File: config.mk
export PLATFORM = sky130hd
export DESIGN_NAME = share_seq_ctrl
export DESIGN_NICKNAME = d
export VERILOG_FILES = /design/src/rtl/share_seq_ctrl.sv
export SDC_FILE = /design/constraint.sdc
export NUM_CORES = 1
export LEC_CHECK = 0
export CORE_ASPECT_RATIO = 0.5
export CORE_MARGIN = 4
export CORE_UTILIZATION = 40
export DETAILED_ROUTE_END_ITERATION = 10
export PLACE_DENSITY = 0.72
export SLEW_MARGIN = 20
export SYNTH_ARGS = -nofsm -noshare
export SYNTH_HDL_FRONTEND = slang
export SYNTH_SLANG_ARGS = --single-unit
File: constraint.sdc
create_clock -name clk -period 3.6 [get_ports clk]
set_input_delay 0.36 -clock clk [delete_from_list [all_inputs] [get_ports clk]]
set_output_delay 0.36 -clock clk [all_outputs]
set_load 0.1 [all_outputs]
File: src/rtl/share_seq_ctrl.sv
// share_seq_ctrl
// Sequences one masked TBC block through the share-interleaved bus interface:
// words are loaded into an interleaved state register that feeds the share
// router, the TBC is fired, its result is captured from the router, and the
// result is unloaded word by word before the register is zeroized.
//
// Ports:
//   clk, rst_n          clock (rising edge), asynchronous active-low reset
//   start               begin a block (only honoured in IDLE)
//   in_data/in_valid    input bus word and its valid
//   in_ready            high while the block is accepting input words
//   tbc_start           one-cycle pulse that launches the TBC
//   tbc_done            TBC finished; state_next is valid this cycle
//   state_q             interleaved state register, drives router statein
//   state_next          interleaved next state from router stateout
//   out_data/out_valid  output bus word and its valid
//   out_ready           consumer accepts out_data
//   busy                high in every state except IDLE
//
// Word k of the bus occupies state_q[k*BUSW +: BUSW]; with k = j*SHARES+i this
// is word j of share i. The same single pointer is used for load and unload.
module share_seq_ctrl #(
  parameter int BUSW   = 32,
  parameter int SHARES = 2
) (
  input  logic                    clk,
  input  logic                    rst_n,
  input  logic                    start,
  input  logic [BUSW-1:0]         in_data,
  input  logic                    in_valid,
  output logic                    in_ready,
  output logic                    tbc_start,
  input  logic                    tbc_done,
  output logic [128*SHARES-1:0]   state_q,
  input  logic [128*SHARES-1:0]   state_next,
  output logic [BUSW-1:0]         out_data,
  output logic                    out_valid,
  input  logic                    out_ready,
  output logic                    busy
);

  localparam int SW    = 128 * SHARES;
  localparam int WORDS = SW / BUSW;
  // Keep the counter at least one bit wide so a single-word block still elaborates.
  localparam int CW    = (WORDS > 1) ? $clog2(WORDS) : 1;
  localparam logic [CW-1:0] LAST = CW'(WORDS - 1);

  typedef enum logic [2:0] {
    IDLE  = 3'd0,
    LOAD  = 3'd1,
    FIRE  = 3'd2,
    RUN   = 3'd3,
    DRAIN = 3'd4
  } fsm_e;

  fsm_e            fsm_q, fsm_d;
  logic [CW-1:0]   cnt_q, cnt_d;
  logic [CW-1:0]   cnt_inc;
  logic [SW-1:0]   shreg_q, shreg_d;
  logic [BUSW-1:0] obuf_q, obuf_d;

  assign cnt_inc = cnt_q + CW'(1);

  // Next-state logic. out_data is held in its own register (obuf) which is
  // preloaded with the word that will be presented next, so the bus word is
  // registered and cannot change while the consumer stalls.
  always_comb begin
    fsm_d   = fsm_q;
    cnt_d   = cnt_q;
    shreg_d = shreg_q;
    obuf_d  = obuf_q;
    unique case (fsm_q)
      IDLE: begin
        if (start) begin
          fsm_d = LOAD;
          cnt_d = '0;
        end
      end
      LOAD: begin
        if (in_valid) begin
          shreg_d[int'(cnt_q)*BUSW +: BUSW] = in_data;
          if (cnt_q == LAST) begin
            cnt_d = '0;
            fsm_d = FIRE;
          end else begin
            cnt_d = cnt_inc;
          end
        end
      end
      FIRE: begin
        fsm_d = RUN;
      end
      RUN: begin
        if (tbc_done) begin
          shreg_d = state_next;
          obuf_d  = state_next[BUSW-1:0];
          cnt_d   = '0;
          fsm_d   = DRAIN;
        end
      end
      DRAIN: begin
        if (out_ready) begin
          if (cnt_q == LAST) begin
            // Last word handed over: wipe the shares so nothing lingers.
            shreg_d = '0;
            obuf_d  = '0;
            cnt_d   = '0;
            fsm_d   = IDLE;
          end else begin
            cnt_d  = cnt_inc;
            obuf_d = shreg_q[int'(cnt_inc)*BUSW +: BUSW];
          end
        end
      end
      default: begin
        fsm_d = IDLE;
        cnt_d = '0;
      end
    endcase
  end

  always_ff @(posedge clk or negedge rst_n) begin
    if (!rst_n) begin
      fsm_q   <= IDLE;
      cnt_q   <= '0;
      shreg_q <= '0;
      obuf_q  <= '0;
    end else begin
      fsm_q   <= fsm_d;
      cnt_q   <= cnt_d;
      shreg_q <= shreg_d;
      obuf_q  <= obuf_d;
    end
  end

  // Handshake outputs depend only on the state register, so there is no
  // combinational path from in_valid/out_ready back to in_ready/out_valid.
  assign in_ready  = (fsm_q == LOAD);
  assign tbc_start = (fsm_q == FIRE);
  assign out_valid = (fsm_q == DRAIN);
  assign busy      = (fsm_q != IDLE);
  assign out_data  = obuf_q;
  assign state_q   = shreg_q;

endmodule

==> results.toml <==
[route]
ant_nets = 0
drt_iter0_drc = 1589
routedWlPerCell_um = 30.76
firstDrtPassIters = 6
num_vias = 15370
drcViolationCount = 0
drt_wl_total_um = 77070
avgViaCountPerCell = 6.135

[sta]
final_hold_viol_count = 0
slew_headroom_pct = 25.35
slew_violations = 0
final.setup.tns_ns = 0
fin_worst_skew_ns = 0.02997
rsz0062_at_grt = "no"
worstMarginPinSlew_ns = 1.116
fin_crit_sh_pct = 84.51
fmax_ghz = 0.3287
hold_ws_ns = 0.4064
setup_violations = 0
post-route-min-period_ns = 3.042

[placed_design]
routabilityCongestion = 0.9141
dp_hpwl_um = 55880
io_buffers = 585

[floorplan]
ios = 586
start_util_pct = 41.20
dieWidth_um = 298.8
std_cell_rows = 52
fp.dieArea_sq_mm = 0.04584
fp.dieH_um = 153.4
coreArea_sq_mm = 0.04105

[synthesis]
synth_top_cell_area_share_pct = 43.50
synth_ff_type = "dfrtp_1"
seq_area_frac_synth_pct = 43.50
synth_top_cell_by_area = "dfrtp_1"
synth_fp_nets = 1680
ys_warn_count = 0
async_flop_share_pct = 100.0
synthMuxAreaShare_pct = 26.44
synth_cell_types = 57
synth_xor_area_share_pct = 0
synthAdderAreaFrac_pct = 0.3699
ys_seq_elements = 294
synth.top_cells.by_area = "dfrtp_1, a22o_1, mux2i_1"
synth-simple-area-share_pct = 4.712
synth_area_sq_mm = 0.01691
synth_edf_count = 0
avgSynthCellArea_sq_um = 12.25
synth_top_family_by_area = "multiplexers"
yosys-top-cells-count = "dfrtp_1, a22o_1, mux2i_1, mux2_1, mux2_2"
synth.most_common_cell = "dfrtp_1"
syn_inst = 1381
synth_compound_area_share_pct = 19.68

[global_routing]
antenna_found_initial = 13
grt_usage_pct = 32.14
gr-total-overflow = 0
grt_pass1_wl_um = 110400
grt_max_degree = 97
grt_pass1_vias = 15460

[worst_setup_path]
worstSetupEndpointType = "flop"
crit_type = "reg2reg"
cp_max_fo = 20
rr_startpoint = "cnt_q[0]"
rr_worst_depth = 8
arrival_ns = 3.49
rrSetupSlack_ns = 0.56
crit_required_ns = 4.04
cp-start-kind = "flop"

[layout]
nFillCells = 3471
drive_gt1_share_pct = 14.86
final_nets = 2202
syn2layout_area_growth_pct = 43.50

[clock_network]
numCtsBuffers = 30
ctsRootBufferMaster = "clkbuf_16"
cts.sink_count = 294
postCtsSetupRepairBufs = 0
holdBufCountCts = 1
cts.path.max_buffers = 3
cts_tree = "done"
clk_pin_slew_ns = 0.06
clkLatencyLatePin_ns = 0.59
cts-resized-gates = 0
htree_levels = 1

[flow_run]
maxCapViolations = 0

[worst_hold_path]
hold_path.class = "in2async"

[status]
status = "finished, final reports clean"
[worst max-delay path: stages (launching register included)]
cell      delay [ns]
dfrtp_4         0.50
inv_1           0.09
ha_1            0.18
ha_1            0.40
nand2b_1        0.30
nor2_1          0.12
o21bai_4        0.64
buf_12          0.31
mux2_2          0.36
[final cells by class]
type                    count  area, sq um  area share (%)
multi-input cells         933         8731           35.97
flip-flops and latches    294         7361           30.33
repair buffers            639         6390           26.33
clock buffers              49        923.4           3.805
well taps                 567        709.4           2.923
clock inverters             5        100.1          0.4124
diodes                     13        32.53          0.1340
inverters                   5        23.77         0.09795
[cells in the final DEF (no fill, tap or decap), types with 3 or more instances in the layout]
cell type          n
a21oi_4            4
a22oi_1           63
a32o_1            25
nor3_1             4
ha_1               5
nand4bb_1          3
buf_12            10
nand2_1           46
mux2i_1          131
clkdlybuf4s50_1  581
dfrtp_1          293
mux2_1           104
o21ai_1           10
o21bai_4           3
nor4_4             5
a21oi_1           31
a22o_1           206
o21ai_0           17
clkbuf_1          10
mux2_4            74
a32oi_1           31
inv_1              4
mux2_2            78
nor2b_1           10
nor2_1            37
bufinv_16          3
nand2b_1           4
clkbuf_16         31
nor4b_1            3
buf_4             45
clkbuf_8           8
diode_2           13
[logic make-up after synthesis]
kind of cell	count (synthesis)
simple gates	138
buf+inv	154
mux	387
fa+ha+maj	5
flops	294
compound gates	403
[worst max-delay path by stage]
stage,depth (start not counted),slack [ns],endpoint,startpoint
floorplan,2,0.42,tbc_start,fsm_q[1]
global placement,6,0.66,flop,tbc_done
detailed placement,7,0.59,flop,cnt_q[1]
CTS,7,0.59,flop,cnt_q[1]
global route,8,0.47,flop,cnt_q[0]
finish,8,0.56,flop,cnt_q[0]
[through the flow]
stage / util (%) / setup WS [ns] / instances / instance area (sq um)
5_1_grt: 59.12 / 0.4686 / 2505 / 24270
6_report: 59.12 / 0.5576 / 2505 / 24270
3_5_place_dp: 56.52 / 0.5935 / 2437 / 23200
3_3_place_gp: 56.49 / 0.6570 / 2436 / 23190
4_1_cts: 59.04 / 0.5879 / 2492 / 24240
2_1_floorplan: - / 0.4192 / 1381 / 16910
[routing by layer]
layer  track usage [%]  share of wire [%]
met1             42.25                 40
met2             52.59                 48
met3             5.415                7.0
met4             14.10                4.6
met5                 0                  0
Power is left out: the tool's default activity adds up to more than one toggle a clock period on the data nets, which glitch-free logic cannot reach.
